===== config.mk =====
export PLATFORM = sky130hd
export DESIGN_NAME = write_control
export DESIGN_NICKNAME = d
export VERILOG_FILES = /design/src/rtl/write_control.sv
export SDC_FILE = /design/constraint.sdc
export NUM_CORES = 1
export LEC_CHECK = 0
export ABC_AREA = 1
export CAP_MARGIN = 15
export CORE_MARGIN = 2
export CORE_UTILIZATION = 25
export CTS_BUF_LIST = sky130_fd_sc_hd__clkbuf_2
export DETAILED_ROUTE_END_ITERATION = 8
export GPL_ROUTABILITY_DRIVEN = 0
export PLACE_DENSITY_LB_ADDON = 0.25
export REMOVE_ABC_BUFFERS = 1
export SLEW_MARGIN = 20
export SYNTH_ARGS = -nofsm -noshare
export SYNTH_HDL_FRONTEND = slang
export SYNTH_SLANG_ARGS = --single-unit

===== constraint.sdc =====
create_clock -name clk -period 3.1 [get_ports clk]
set_input_delay 0.31 -clock clk [delete_from_list [all_inputs] [get_ports clk]]
set_output_delay 0.31 -clock clk [all_outputs]
set_load 0.05 [all_outputs]

===== src/rtl/write_control.sv =====
// write_control: write-side pointer and status controller for the synchronous FIFO.
//
// Accepts producer write requests, issues the memory write strobe and the write
// pointer (MSB is the wrap bit, the low ADDR_WIDTH bits index memory), and derives
// full / almost-full / fill level against the read-side pointer. A write attempted
// while full raises a sticky overflow flag.
//
// Build option:
//   SYNC_FIFO_WR_STATUS_EN  defined   -> wr_level and a registered wr_almost_full are generated
//                           undefined -> wr_level and wr_almost_full are tied to 0
//
// Ports:
//   clk             in   system clock, rising edge
//   reset_n         in   asynchronous reset, active low
//   wr_valid        in   producer requests a write this cycle
//   rd_addr         in   read pointer (ADDR_WIDTH+1 bits) from the read-side controller
//   wr_err_clr      in   clears wr_overflow
//   wr_en           out  memory write strobe (combinational)
//   wr_addr         out  write pointer (ADDR_WIDTH+1 bits, registered)
//   wr_full         out  FIFO full (combinational from registered pointers)
//   wr_almost_full  out  level >= AFULL_THRESH (registered when enabled)
//   wr_level        out  occupancy 0..MEM_DEPTH
//   wr_overflow     out  sticky: write attempted while full (registered)

`ifndef FIFO_DEPTH
`define FIFO_DEPTH 16
`endif
`ifndef DATA_WIDTH
`define DATA_WIDTH 8
`endif

module write_control #(
  parameter int MEM_DEPTH    = `FIFO_DEPTH,
  parameter int DATA_WIDTH   = `DATA_WIDTH,
  parameter int ADDR_WIDTH   = $clog2(MEM_DEPTH),
  parameter int AFULL_THRESH = MEM_DEPTH - 2
) (
  input  logic                  clk,
  input  logic                  reset_n,
  input  logic                  wr_valid,
  input  logic [ADDR_WIDTH:0]   rd_addr,
  input  logic                  wr_err_clr,
  output logic                  wr_en,
  output logic [ADDR_WIDTH:0]   wr_addr,
  output logic                  wr_full,
  output logic                  wr_almost_full,
  output logic [ADDR_WIDTH:0]   wr_level,
  output logic                  wr_overflow
);

  localparam int PTR_W = ADDR_WIDTH + 1;

  // Parameter sanity: depth must be a power of two >= 2 and the threshold must be
  // reachable by the level counter.
  if ((MEM_DEPTH < 2) || ((MEM_DEPTH & (MEM_DEPTH - 1)) != 0) ||
      (ADDR_WIDTH != $clog2(MEM_DEPTH)) || (DATA_WIDTH < 1) ||
      (AFULL_THRESH < 1) || (AFULL_THRESH > MEM_DEPTH)) begin : g_cfg_illegal
    $error("write_control: illegal parameter combination");
  end

  logic [PTR_W-1:0] wr_addr_q, wr_addr_d;
  logic             overflow_q, overflow_d;

  // Full when the pointers index the same slot but are on different laps.
  assign wr_full = (wr_addr_q[ADDR_WIDTH] != rd_addr[ADDR_WIDTH]) &&
                   (wr_addr_q[ADDR_WIDTH-1:0] == rd_addr[ADDR_WIDTH-1:0]);

  assign wr_en = wr_valid & ~wr_full;

  // Wrap is natural modulo-2^PTR_W overflow; the MSB toggles once per lap.
  always_comb begin
    wr_addr_d = wr_addr_q;
    if (wr_en) begin
      wr_addr_d = wr_addr_q + PTR_W'(1);
    end
  end

  // Set has priority over clear so an overflow in the clearing cycle is not lost.
  always_comb begin
    overflow_d = overflow_q;
    if (wr_valid && wr_full) begin
      overflow_d = 1'b1;
    end else if (wr_err_clr) begin
      overflow_d = 1'b0;
    end
  end

  always_ff @(posedge clk or negedge reset_n) begin
    if (!reset_n) begin
      wr_addr_q  <= '0;
      overflow_q <= 1'b0;
    end else begin
      wr_addr_q  <= wr_addr_d;
      overflow_q <= overflow_d;
    end
  end

  assign wr_addr     = wr_addr_q;
  assign wr_overflow = overflow_q;

`ifdef SYNC_FIFO_WR_STATUS_EN
  logic [PTR_W-1:0] next_level;
  logic             almost_full_q, almost_full_d;

  // Unsigned modulo difference; equals MEM_DEPTH exactly when full. A read
  // pointer that has overtaken the write pointer yields the raw difference.
  assign wr_level = wr_addr_q - rd_addr;

  // Almost-full is registered, evaluated on the pointer this edge will load
  // against the read pointer seen at the same edge.
  assign next_level    = wr_addr_d - rd_addr;
  assign almost_full_d = (next_level >= PTR_W'(AFULL_THRESH));

  always_ff @(posedge clk or negedge reset_n) begin
    if (!reset_n) begin
      almost_full_q <= 1'b0;
    end else begin
      almost_full_q <= almost_full_d;
    end
  end

  assign wr_almost_full = almost_full_q;
`else
  assign wr_level       = '0;
  assign wr_almost_full = 1'b0;
`endif

endmodule

* Word-level counts from Yosys, hierarchy flattened *
Index checks and enable logic that the tools add are counted.

word-level totals
  bits in registers = 6
  bits of input ports = 9
  output and inout port bits = 14
  logic and storage cells = 12

cells by class
  add/sub/neg operators = 1
  equal/unequal tests = 2
  mux-type cells = 2
  bitwise gates (word level) = 2
  reductions and logical operators = 3

operators by type and width
  cell                   number
  $add A5 B1 Y5 const B  1
  $eq A4 B4 Y1           1
  $logic_and A1 B1 Y1    2
  $mux W1                2
  $reduce_bool A2 Y1     1
  $and A1 B1 Y1          1
  $ne A1 B1 Y1           1
  $not A1 Y1             1

* Depth between registers and ports, before layout *
Gate-level depths: netlist of run 1.

  depth in word-level cells = 4
  mapped depth = 8
  gate-level depth less buffers = 8

* Worst setup path after synthesis of run 1 *
Ideal clock, no wire load.

  path type = register -> output
  start = register wr_addr_q[3], in the netlist wr_addr[3]
  end = output port wr_full
  data arrival time = 1.535 ns
  setup slack = 1.255 ns
  cell stages (with the launch flop) = 7
  path buffers = 0
  cells stage by stage = dfrtp_1 inv_1 nand2_1 nand2_1 nor2_1 nand3_4 inv_1

between the ends
  word-level cells in the longest chain between the ends = 2

RTL lines
  item                    RTL line  source
  from (decl)             61        logic [PTR_W-1:0] wr_addr_q, wr_addr_d;
  from (signal assigned)  93        wr_addr_q <= wr_addr_d;
  $eq A4 B4 Y1            66        (wr_addr_q[ADDR_WIDTH-1:0] == rd_addr[ADDR_WIDTH-1:0]);
  $logic_and A1 B1 Y1     65        assign wr_full = (wr_addr_q[ADDR_WIDTH] != rd_addr[ADDR_WIDTH]) &&
  to (decl)               45        output logic wr_full,

Every way passes these cells.

* Worst setup path in the final report of run 1 *
  start = input port rd_addr[4]
  end = output port wr_en

between the ends
  word-level cells in the longest chain between the ends = 4

RTL lines
  item                 RTL line  source
  from (decl)          41        input logic [ADDR_WIDTH:0] rd_addr,
  $ne A1 B1 Y1         65
  $logic_and A1 B1 Y1  65
  $not A1 Y1           68        assign wr_en = wr_valid & ~wr_full;
  $and A1 B1 Y1        68
  to (decl)            43        output logic wr_en,

Every way passes these cells.

==> flow_metrics.tcl, run 1 <==
set metrics [dict create \
    filler_cell_count 203 \
    coreArea_sq_um 1727 \
    area_grow_syn2layout_pct 39.67 \
    maxSlewHeadroom_pct 66.27 \
    numClockSinks 6 \
    finalClockSkew_ns 0.008754 \
    dieWidth_um 46.63 \
    dpl_cell_area_sq_um 619.3 \
    criticalPathCategory "primary input to output port" \
    number_of_vias_in_the_routed_layout 410 \
    std_cell_rows 15 \
    leakagePower_nw 0.3356 \
    synth_edf_count 0 \
    worst-r2r-setup-slack_ns 1.86 \
    synthTopCellsByCount "22 x sky130_fd_sc_hd__nand2_1, 12 x sky130_fd_sc_hd__inv_1, 7 x sky130_fd_sc_hd__nand3_1" \
    grt_start_max_net_pins 9 \
    yosys_register_bits 6 \
    synth.cell_area_sq_um 454.2 \
    ys_top_cells_by_area "sky130_fd_sc_hd__dfrtp_1 33%, sky130_fd_sc_hd__nand2_1 18%, sky130_fd_sc_hd__buf_4 9.9%" \
    initial_utilization_pct 26.30 \
    crit_family "buffers and inverters" \
    cts-htree-levels 1 \
    critPathRequiredTime_ns 2.79 \
    detailedPlacementHpwl_um 777.1 \
    antenna_found_initial 0 \
    via_count_of_the_first_global_routing_pass 350 \
    synth.top_cell.area_share_pct 33.06 \
    r2r_cells 8 \
    startpoint_type "primary input" \
    clkSlewWorstSetupHoldPaths_ns 0.07 \
    crit-reg2reg-capture "wr_addr[2]" \
    vdd_ir_drop_max_mv 0.2332 \
    fmax_ghz 0.4153 \
    drv.max_cap_violation_count 0 \
    crit_arrival_ns 2.10 \
    synth_cell_types 14 \
    fin_crit_ns 2.408 \
    place_ws_ns 0.6886 \
    worstMarginPinSlew_ns 0.5044 \
    die_area_sq_um 2174 \
    final_max_slew_viol_count 0 \
    finish.cell_count_without_fillers 107 \
    startpoint_of_the_worst_slack_reg_to_reg_timing_path "wr_addr[0]" \
    initialDrtViolationCount 9 \
    numPlacedInstances 104 \
    crit_cells 9 \
    async_reset_ff_share_pct 100.0 \
    ant_nets 0 \
    cpPeakStageDelay_ns 0.70 \
    ctsHoldBuffers 0 \
    ctsResizeCount 0 \
    synth.avg_cell_area_sq_um 7.097 \
    setup_viol 0 \
    post_drt_wl_per_cell_um 9.103 \
    post-route-cell-area_sq_um 634.4 \
    post-synth-top-count-cell "sky130_fd_sc_hd__nand2_1" \
    worst_skew_pair.late_latency_ns 0.23 \
    antennaDiodeCount 0 \
    design.portCount 23 \
    tritoncts "yes" \
    drive_above_1_share_pct 7.317 \
    post-cts-setup-buffer-count 0 \
    path_max_fanout 8 \
    sequential_cell_area_fraction_in_the_yosys_report_pct 33.06 \
    timing.critical_path.slowest_stage_cell "sky130_fd_sc_hd__clkdlybuf4s50_1" \
    root_buffer "sky130_fd_sc_hd__clkbuf_2" \
    fin_nets 94 \
    global_route_wire_length_before_repair_um 1483 \
    drt_pre_antenna_iters 4 \
    via_per_inst 3.832 \
    grt_setup_unrepaired "false" \
    yosys_most_used_dff "sky130_fd_sc_hd__dfrtp_1" \
    cp.buffers_inverters 4 \
    period_share_pct 77.67 \
    globalRouteTotalUtil_pct 10.20 \
    io_buffer_count 16 \
    run_status "complete, no violations" \
    capturing_element_type_of_the_critical_path "output port" \
    wirelength_um 974 \
    finalSetupTns_ns 0 \
    path_cells "clkdlybuf4s50_1, inv_1, nand2_1, nand2_1, nor2_1, nand3_4, nand2_4, inv_1, clkdlybuf4s50_1" \
    drc 0 \
    postSynthCellCount 64 \
    hp-class "primary input to async pin" \
    yosys.area.top_type "sky130_fd_sc_hd__dfrtp_1" \
    die_y_um 46.63 \
    total_power_density_per_cell_area_nw_per_um2 900.1 \
    yosys_warnings 0 \
    cts_buffers 3 \
    timing_hold_violations_final 0 \
    grt-ovfl-total 0 \
    cts.path.max_buffers 2 \
    setup_ws_ns 0.6922 \
]
[sequential cells by signal, indices dropped and copies added (netlist names)]
name,cells
wr_addr,5
wr_overflow,1
[area by class of cell]
cell class,instances,area (sq um),share of cell area (%)
Sequential cell,6,150.1,23.67
Tap cell,25,31.28,4.931
Multi-Input combinational cell,45,232.7,36.69
Timing Repair Buffer,16,160.2,25.25
Inverter,12,45.04,7.101
Clock buffer,3,15.01,2.367
[routing by layer]
metal	track usage (%)	up-vias	part of all wire, %	routed length (um)
li1	-	216	-	-
met1	11.76	173	43	420
met2	15.83	17	48	472
met3	1.176	4	5.2	51
met4	10.00	0	3.0	29
met5	0	-	0	0
[worst max path at each step]
stage | startpoint | to | slack (ns)
final | rd_addr[4] | wr_en | 0.69
after global routing | rd_addr[2] | wr_en | 0.58
after CTS | rd_addr[2] | wr_en | 0.68
after detailed placement | rd_addr[4] | wr_full | 0.69
after global placement | rd_addr[4] | wr_full | 0.69
after floorplan | wr_addr[3] | wr_full | 1.26
[per-stage QoR]
step | power [mW] | utilization [%] | hold WS, ns
floorplan | 0.4056 | - | 0.01441
global placement | 0.5125 | 35.87 | 0.5148
detailed placement | 0.5182 | 35.87 | 0.5297
CTS | 0.5783 | 36.74 | 0.3292
global route | 0.6176 | 36.74 | 0.3323
finish | 0.5710 | 36.74 | 0.3282
[cells in the final DEF, fill, tap and decap left out, drive strengths merged, types with 2 or more instances in the layout]
cell / n
xor2: 3
inv: 12
nand2: 23
clkdlybuf4s50: 16
conb: 6
clkbuf: 3
dfrtp: 6
nand3: 8
nor2: 2
[cell families (layout without fill, tap and decap cells)]
| group | Yosys count | after routing | share of synthesized area [%] |
|---|---|---|---|
| flops | 6 | 6 | 33.06 |
| other cells | 1 | 6 | 0.8257 |
| compound gates | 1 | 1 | 1.378 |
| buf+inv | 18 | 31 | 19.83 |
| simple gates | 33 | 33 | 34.44 |
| fa+ha+maj | 1 | 1 | 2.754 |
| xor+xnor | 4 | 4 | 7.715 |
[where the power goes]
group	internal, mW	total [mW]	leakage, nW	switching, mW
clock	0.0262	0.0561	0.0125	0.0298
combinational	0.123	0.361	0.246	0.238
sequential	0.109	0.154	0.0772	0.0447
Note: power is estimated with default switching activity, not from simulation.
==> run 2: changes to the inputs <==
clock period = 2.5 ns   (was 3.1 ns; I/O delays follow)
==> flow_metrics.tcl, run 2 (synthesized netlist as in run 1, its figures left out) <==
set metrics [dict create \
    run_status "complete, no violations" \
    final_core_util_pct 36.45 \
    design.portCount 23 \
    setup_viol 0 \
    vdd_ir_drop_max_mv 0.3054 \
    ctsHoldBuffers 0 \
    criticalPathCategory "primary input to output port" \
    die_area_sq_um 2174 \
    grt_start_max_net_pins 9 \
    cts.path.max_buffers 2 \
    grt-ovfl-total 0 \
    path_max_fanout 8 \
    clkSlewWorstSetupHoldPaths_ns 0.06 \
    number_of_vias_in_the_routed_layout 405 \
    crit_arrival_ns 1.56 \
    tritoncts "yes" \
    coreArea_sq_um 1727 \
    ctsResizeCount 0 \
    drc 0 \
    fmax_ghz 0.5532 \
    crit_family "buffers and inverters" \
    final_cell_mix "22 x sky130_fd_sc_hd__nand2_1, 14 x sky130_fd_sc_hd__clkdlybuf4s50_1, 12 x sky130_fd_sc_hd__inv_1" \
    r2r_cells 8 \
    startpoint_type "primary input" \
    leakagePower_nw 0.3385 \
    antennaDiodeCount 0 \
    root_buffer "sky130_fd_sc_hd__clkbuf_2" \
    post_drt_wl_per_cell_um 8.785 \
    fin_nets 94 \
    drive_above_1_share_pct 9.756 \
    global_route_wire_length_before_repair_um 1476 \
    final_max_slew_viol_count 0 \
    finalPower_mw 0.7017 \
    place_ws_ns 0.6869 \
    globalRouteTotalUtil_pct 10.29 \
    area_grow_syn2layout_pct 38.57 \
    ant_nets 0 \
    post-cts-setup-buffer-count 0 \
    cts-htree-levels 1 \
    detailedPlacementHpwl_um 744.2 \
    cpPeakStageDelay_ns 0.47 \
    startpoint_of_the_worst_slack_reg_to_reg_timing_path "wr_addr[0]" \
    layout_commonest_cell "sky130_fd_sc_hd__nand2_1" \
    die_y_um 46.63 \
    path_cells "clkdlybuf4s50_1, inv_1, nand2_1, nand2_1, nor2_1, nand3_4, nand2_4, inv_1, buf_4" \
    drv.max_cap_violation_count 0 \
    via_per_inst 3.785 \
    total_power_density_per_cell_area_nw_per_um2 1115 \
    numClockSinks 6 \
    period_share_pct 72.30 \
    largest_reg_flops 5 \
    cts_buffers 3 \
    std_cell_rows 15 \
    initialDrtViolationCount 7 \
    antenna_found_initial 0 \
    grt_setup_unrepaired "false" \
    crit-reg2reg-capture "wr_addr[4]" \
    critPathRequiredTime_ns 2.25 \
    dieWidth_um 46.63 \
    worst-r2r-setup-slack_ns 1.23 \
    worst_skew_pair.late_latency_ns 0.22 \
    drt_pre_antenna_iters 4 \
    cp.buffers_inverters 4 \
    initial_utilization_pct 26.30 \
    finalClockSkew_ns 0.002187 \
    setup_ws_ns 0.6924 \
    capturing_element_type_of_the_critical_path "output port" \
    finalSetupTns_ns 0 \
    hold_slack_ns 0.2724 \
    hp-class "primary input to async pin" \
    timing_hold_violations_final 0 \
    timing.critical_path.slowest_stage_cell "sky130_fd_sc_hd__clkdlybuf4s50_1" \
    via_count_of_the_first_global_routing_pass 366 \
    fin_crit_ns 1.808 \
    wirelength_um 940 \
    io_buffer_count 16 \
]
[run 2: changes by cell type in the layout (fill, tap and decap cells not counted), sizes merged]
cell | previous run | this run
buf | 0 | 2
clkdlybuf4s50 | 16 | 14
[run 2: layout make-up]
cell class              instances  area, sq um
multi-input cells              45        232.7
inverters                      12        45.04
clock buffers                   3        15.01
repair buffers                 16        155.1
flip-flops and latches          6        150.1
well taps                      25        31.28
fillers                       194         1097
[run 2: worst max-delay path by stage]
stage                     slack, ns      end  depth (start not counted)       start
after floorplan                0.72  wr_full                          6  wr_addr[3]
after global placement         0.67    wr_en                          9  rd_addr[4]
after detailed placement       0.69    wr_en                          9  rd_addr[4]
after CTS                      0.67    wr_en                          8  wr_addr[0]
after global routing           0.55    wr_en                          8  wr_addr[0]
final                          0.69    wr_en                          9  rd_addr[4]
[run 2: per-stage QoR]
| step | cell area, sq um | instances |
|---|---|---|
| after floorplan | 427.9 | 63 |
| after global placement | 614.3 | 104 |
| after detailed placement | 614.3 | 104 |
| after CTS | 629.4 | 107 |
| after global routing | 629.4 | 107 |
| final | 629.4 | 107 |
[run 2: layer usage]
layer	track usage [%]	vias up	part of all wire (%)
met5	0	-	0
met4	8.333	0	1.3
met3	3.529	2	5.6
met2	16.11	16	47
met1	11.08	170	46
li1	-	217	-
[run 2: power by group]
| part | leakage, nW | internal [mW] | switching, mW |
|---|---|---|---|
| Clock | 0.0125 | 0.0326 | 0.0347 |
| Sequential | 0.0772 | 0.136 | 0.0536 |
| Combinational | 0.249 | 0.151 | 0.294 |
[run 2: worst reg2reg max path, cell delays in order, from the launching register on]
cell and delay [ns]:
sky130_fd_sc_hd__dfrtp_1 0.44, sky130_fd_sc_hd__inv_1 0.08, sky130_fd_sc_hd__nand2_1 0.06, sky130_fd_sc_hd__nand2_1 0.05
sky130_fd_sc_hd__nor2_1 0.17, sky130_fd_sc_hd__nand3_4 0.17, sky130_fd_sc_hd__nand2_4 0.13, sky130_fd_sc_hd__nand2_1 0.06
sky130_fd_sc_hd__nand2_1 0.06
==> edit 1: new RTL, settings of run 2 <==
Put one more register stage on the output `wr_overflow`, with the module's reset. The value now appears one clock later. The other outputs are not delayed to match. Comments in the files are not updated.
--- a/src/rtl/write_control.sv
+++ b/src/rtl/write_control.sv
@@ -96,7 +96,13 @@
   end
 
   assign wr_addr     = wr_addr_q;
-  assign wr_overflow = overflow_q;
+  always_ff @(posedge clk or negedge reset_n) begin
+    if (!reset_n) begin
+      wr_overflow <= '0;
+    end else begin
+      wr_overflow <= overflow_q;
+    end
+  end
 
 `ifdef SYNC_FIFO_WR_STATUS_EN
   logic [PTR_W-1:0] next_level;
Function: changed (a bounded check fails within 4 cycles, from zero or initial values and one cycle with reset_n low).
==> edit 1 against run 2 <==
- sequential power up 11%
- via count increased by 9.9%
- sequential cell count grew 1
- setup slack got worse by 0.012 ns
- die area grew 5.0%
- power increased by 5.1%
- wire length rose by 4.1%
- highest routed layer unchanged
- synthesized area is 5.5% higher
- utilization is 0.93 points higher
- cell area is 4.8% higher
==> edit 1: results (changes against run 2) <==
[run_status] outcome finished, final reports clean
[final_layout] Fill cells 211 [+8.8%]
[critical_path] slowest stage delay, CP 0.44 ns [-0.03 ns]
[power] sequential power 210 uW [+11%]
[global_routing] vias in the first global route 414 [+13%]
[power] Switch Pwr 390 uW [+2.0%]
[routing] via count of the routed design 445 [+9.9%]
[sta] Fmax achieved 550 MHz [-0.67%]
[synth] area fraction in compound gates after synthesis 1.31% [-0.072 points]
[routing] vias per cell 4.08 [+7.9%]
[critical_path] crit path capture wr_en
[synth] Synth Area in XOR/XNOR 7.31% [-0.40 points]
[global_routing] first-pass GRT wire length 1.72 mm [+16%]
[synth] leading cell types by total area after synthesis dfrtp_1 37%, nand2_1 17%, buf_4 9.4%
[final_layout] Post-layout nets 95 [+1.1%]
[clock_tree] total number of H-tree levels 1 [unchanged]
[routing] overall routed net length 979 um [+4.1%]
[power] part of the total power dissipated in sequential elements 28.5% [+1.5 points]
[synth] adder and majority gate portion of the synthesized area 2.61% [-0.14 points]
[placed_design] post-placement cell count 105 [+0.96%]
[sta] largest clock skew in the final design 0.00188 ns [-0.000311 ns]
[hold_path] worst hold-check path type in -> async
[global_routing] GR Util met3 3.02% [-0.51 points]
[critical_path] flop2flop setup slack 1.21 ns [-0.02 ns]
[power] IR Drop Worst-Case VDD 440 uV [+44%]
[power] clock group power 82.7 uW [+23%]
[synth] Netlist cell types 14 [unchanged]
[placed_design] pre-CTS setup slack 0.694 ns [+0.00660 ns]
[critical_path] Critical Path Start wr_addr[0]
[synth] Main synth FF type dfrtp_1
[critical_path] Reg-to-Reg End wr_addr[3]
[global_routing] all-layer global routing usage 11.1% [+0.79 points]
[power] Leakage Power 0.356 nW [+5.3%]
[routing] met2 routed WL 413 um [-6.6%]
[global_routing] met2 usage 15.7% [-0.38 points]
[routing] detailed-routing wirelength on met1 454 um [+5.3%]
[placed_design] count of input and output buffers 16 [unchanged]
[critical_path] critical path's slowest cell dfrtp_1
[synth] most frequent cell after synthesis nand2_1
[critical_path] number of cells on the worst reg-to-reg path 8 [unchanged]
[routing] starting DRC count in detailed routing 11 [+4]
[global_routing] GR Layer Usage met1 14.3% [+3.2 points]
[final_layout] layout cells sized above 1 10.7% [+0.96 points]
[synth] average footprint of a synthesized cell 7.37 um2 [+3.9%]
[synth] cell types with the highest counts after synthesis 22 x nand2_1, 12 x inv_1, 7 x dfrtp_1, 7 x nand3_1, 6 x buf_4
[routing] met3 WL 86 um [+62%]
[critical_path] maximum fanout along the worst path 8 [unchanged]
[placed_design] HPWL after detailed placement 771 um [+3.6%]
[critical_path] crit-path leading delay family simple AND/OR/NAND/NOR gates
[clock_tree] CTS Buf Count 3 [unchanged]
[sta] minimum hold slack 0.276 ns [+0.00358 ns]
[synth] sequential cell area fraction in the yosys report 36.6% [+3.5 points]
[edit 1: cell count changes after synthesis, sizes merged]
| cell | before | now |
|---|---|---|
| dfrtp | 6 | 7 |
[edit 1: area by class of cell]
cell class | count | share of cell area (%)
sequential | 7 | 26.6
timing repair buffer | 16 | 23.5
clock buffer | 4 | 3.04
tap | 25 | 4.74
inverter | 12 | 6.83
multi-input combinational | 45 | 35.3
[edit 1: cell families after synthesis]
logic type                 Yosys count
and+or+nand+nor                     33
buffers and inverters               18
DFF                                  7
xor gates and xnor gates             4
AOI/OAI and AO/OA                    1
adders and majority gates            1
other                                1
[edit 1: stage by stage]
| step | util [%] | area [um2] |
|---|---|---|
| 2_1_floorplan | - | 453 |
| 5_1_grt | 37.4 | 659 |
| 3_5_place_dp | 36.2 | 639 |
| 3_3_place_gp | 36.2 | 639 |
| 4_1_cts | 37.4 | 659 |
| 6_report | 37.4 | 659 |
==> edit 2: new RTL, settings of run 2 <==
Without the edit above. Add a define of `SYNC_FIFO_WR_STATUS_EN`.
--- a/src/rtl/write_control.sv
+++ b/src/rtl/write_control.sv
@@ -21,6 +21,8 @@
 //   wr_almost_full  out  level >= AFULL_THRESH (registered when enabled)
 //   wr_level        out  occupancy 0..MEM_DEPTH
 //   wr_overflow     out  sticky: write attempted while full (registered)
+
+`define SYNC_FIFO_WR_STATUS_EN
 
 `ifndef FIFO_DEPTH
 `define FIFO_DEPTH 16
Function: changed (a bounded check fails within 4 cycles, from zero or initial values and one cycle with reset_n low).
==> edit 2 against run 2 <==
- non-clock buffer count is 26 higher
- global-route usage is 2.0 points higher
- synthesized area is 67% higher
- setup slack worse by 0.55 ns
- power grew to 2.8 times the old value
- clock skew is 0.00053 ns higher
- cell area is 110% higher
- critical path depth is 9 higher
- hold slack better by 0.0024 ns
- wire length is 110% higher
- via count is 93% higher
- sequential cell count is 1 higher
- first-iteration DRC count is 57% higher
- largest cell class unchanged
- highest routed layer is now met3
==> edit 2: results (changes against run 2) <==
[global_routing] first-pass GRT wire length 3.21 mm [+120%]
[synth] multiplexer area fraction after synthesis 0% [unchanged]
[sta] Pins Over Slew Limit 0 [unchanged]
[critical_path] Reg2Reg Launch Point wr_addr[0]
[clock_tree] Max Root-Sink Buffers 2 [unchanged]
[synth] leading cell types by total area after synthesis dfrtp_1 23%, ha_1 15%, inv_1 11%
[global_routing] GR Util met3 4.15% [+0.62 points]
[global_routing] met2 usage 20.8% [+4.7 points]
[synth] count of yosys warnings during synthesis 0 [unchanged]
[power] Leakage Power 0.694 nW [+110%]
[routing] starting DRC count in detailed routing 11 [+4]
[clock_tree] post-CTS clock slew at the launch and capture registers of the worst setup and hold paths 0.09 ns [+0.03 ns]
[placed_design] HPWL after detailed placement 1.70 mm [+130%]
[sta] largest clock skew in the final design 0.00272 ns [+0.000533 ns]
[global_routing] GR Layer Usage met1 14.6% [+3.5 points]
[placed_design] Post-DP Area 0.00122 mm2 [+98%]
[routing] via count of the routed design 780 [+93%]
[clock_tree] total number of H-tree levels 1 [unchanged]
[synth] fraction of registers with async set/reset 100% [unchanged]
[synth] area fraction in compound gates after synthesis 7.60% [+6.2 points]
[routing] average wire per standard cell 11.0 um [+25%]
[critical_path] slowest stage delay, CP 0.47 ns [about the same]
[critical_path] number of cells on the worst reg-to-reg path 16 [+8]
[sta] Slew Limit Headroom 66.9%
[run_status] outcome finished, final reports clean
[critical_path] critical path data arrival time 2.49 ns [+0.93 ns]
[clock_tree] CTS Buf Count 3 [unchanged]
[critical_path] critical path's slowest cell clkdlybuf4s50_1
[power] internal power component 921 uW [+190%]
[placed_design] count of input and output buffers 22 [+6]
[global_routing] antenna violations before repair 0 [unchanged]
[clock_tree] cell chosen for the clock root clkbuf_2
[global_routing] pin count of the biggest net entering global routing 8 [-1]
[synth] Synth Area in XOR/XNOR 8.10% [+0.39 points]
[final_layout] Post-layout nets 170 [+81%]
[critical_path] flop2flop setup slack 0.19 ns [-1.04 ns]
[final_layout] Fill cells 286 [+47%]
[hold_path] worst hold-check path type in -> async
[routing] first-pass detailed-route iteration total 3 [-1]
[synth] sequential cell area fraction in the yosys report 23.1% [-9.9 points]
[synth] adder and majority gate portion of the synthesized area 20.2% [+17 points]
[clock_tree] latest clock arrival within the worst-skew pair 0.25 ns [+0.03 ns]
[final_layout] layout cells sized above 1 34.2% [+24 points]
[power] IR Drop Worst-Case VDD 750 uV [+150%]
[critical_path] maximum fanout along the worst path 7 [-1]
[critical_path] Reg-to-Reg End wr_almost_full
[sta] minimum hold slack 0.275 ns [+0.00244 ns]
[synth] cell types with the highest counts after synthesis 22 x inv_1, 22 x nand2_1, 9 x ha_1, 9 x nand3_1, 7 x dfrtp_1
[final_layout] number of flip-flops under the largest register name 5 [unchanged]
[global_routing] all-layer global routing usage 12.3% [+2.0 points]
[final_layout] antenna diode instance count 0 [unchanged]
[synth] Netlist cell types 19 [+5]
[edit 2: cell types whose count changed in the layout (fill, tap and decap cells not counted), sizes merged, moves of 2 or more]
cell          change
buf              +25
inv              +14
ha                +8
conb              -6
nand2             +6
o21ai             +5
a21oi             +3
xor2              +3
dlymetal6s2s      +2
fa                +2
nor2              +2
[edit 2: power groups by stage]
stage / clock (mW) / sequential (mW) / combinational (mW)
after floorplan: 0 / 0.394 / 0.787
after global placement: 0 / 0.198 / 1.62
after detailed placement: 0 / 0.199 / 1.64
after CTS: 0.0954 / 0.197 / 1.65
after global routing: 0.0990 / 0.209 / 1.80
final: 0.0922 / 0.203 / 1.67
[edit 2: final cells by class]
| class | instances | area share (%) |
|---|---|---|
| inverters | 26 | 7.53 |
| well taps | 31 | 2.99 |
| multi-input cells | 70 | 41.0 |
| repair buffers | 42 | 33.4 |
| clock buffers | 4 | 1.54 |
| flip-flops and latches | 7 | 13.5 |
[edit 2: kinds of logic after synthesis]
family          count (synthesis)
fa+ha+maj                      11
flops                           7
simple gates                   42
compound gates                 10
xor+xnor                        7
buf+inv                        26
[edit 2: timing repair]
item                                   in CTS  in global routing
resized for setup                           0                  9
setup endpoints to repair                   0                  1
buffers inserted                            0                  1
endpoints found under the hold margin       0                  0
[edit 2: stage by stage]
stage / util (%) / cells / setup slack, ns / setup TNS (ns)
final: 46.2 / 180 / 0.146 / 0
after CTS: 44.1 / 179 / 0.0885 / 0
after global placement: 43.4 / 175 / -0.125 / -0.125
after floorplan: - / 103 / -0.142 / -0.170
after detailed placement: 43.4 / 175 / -0.176 / -0.176
after global routing: 46.2 / 180 / -0.00720 / -0.00720
[edit 2: per-layer routing]
| metal | part of all wire [%] | vias up | wire (um) |
|---|---|---|---|
| li1 | - | 404 | - |
| met1 | 46 | 361 | 908 |
| met2 | 49 | 15 | 976 |
| met3 | 4.5 | 0 | 88 |
| met4 | 0 | 0 | 0 |
| met5 | 0 | - | 0 |
[edit 2: how the worst max path moves through the flow]
stage                    start              to  slack [ns]  cells after the start
floorplan           wr_addr[0]  wr_almost_full       -0.14                     13
global placement    rd_addr[1]  wr_almost_full       -0.13                     14
detailed placement  rd_addr[1]  wr_almost_full       -0.18                     16
CTS                 rd_addr[1]  wr_almost_full        0.09                     16
global route        rd_addr[3]  wr_almost_full      -0.007                     14
finish              rd_addr[3]  wr_almost_full        0.15                     18
[edit 2: critical path, delay by kind of cell]
kind	cells	cell delay (ns)
compound gates	1	0.07
fa+ha+maj	2	0.68
buf+inv	6	0.83
simple gates	9	0.65
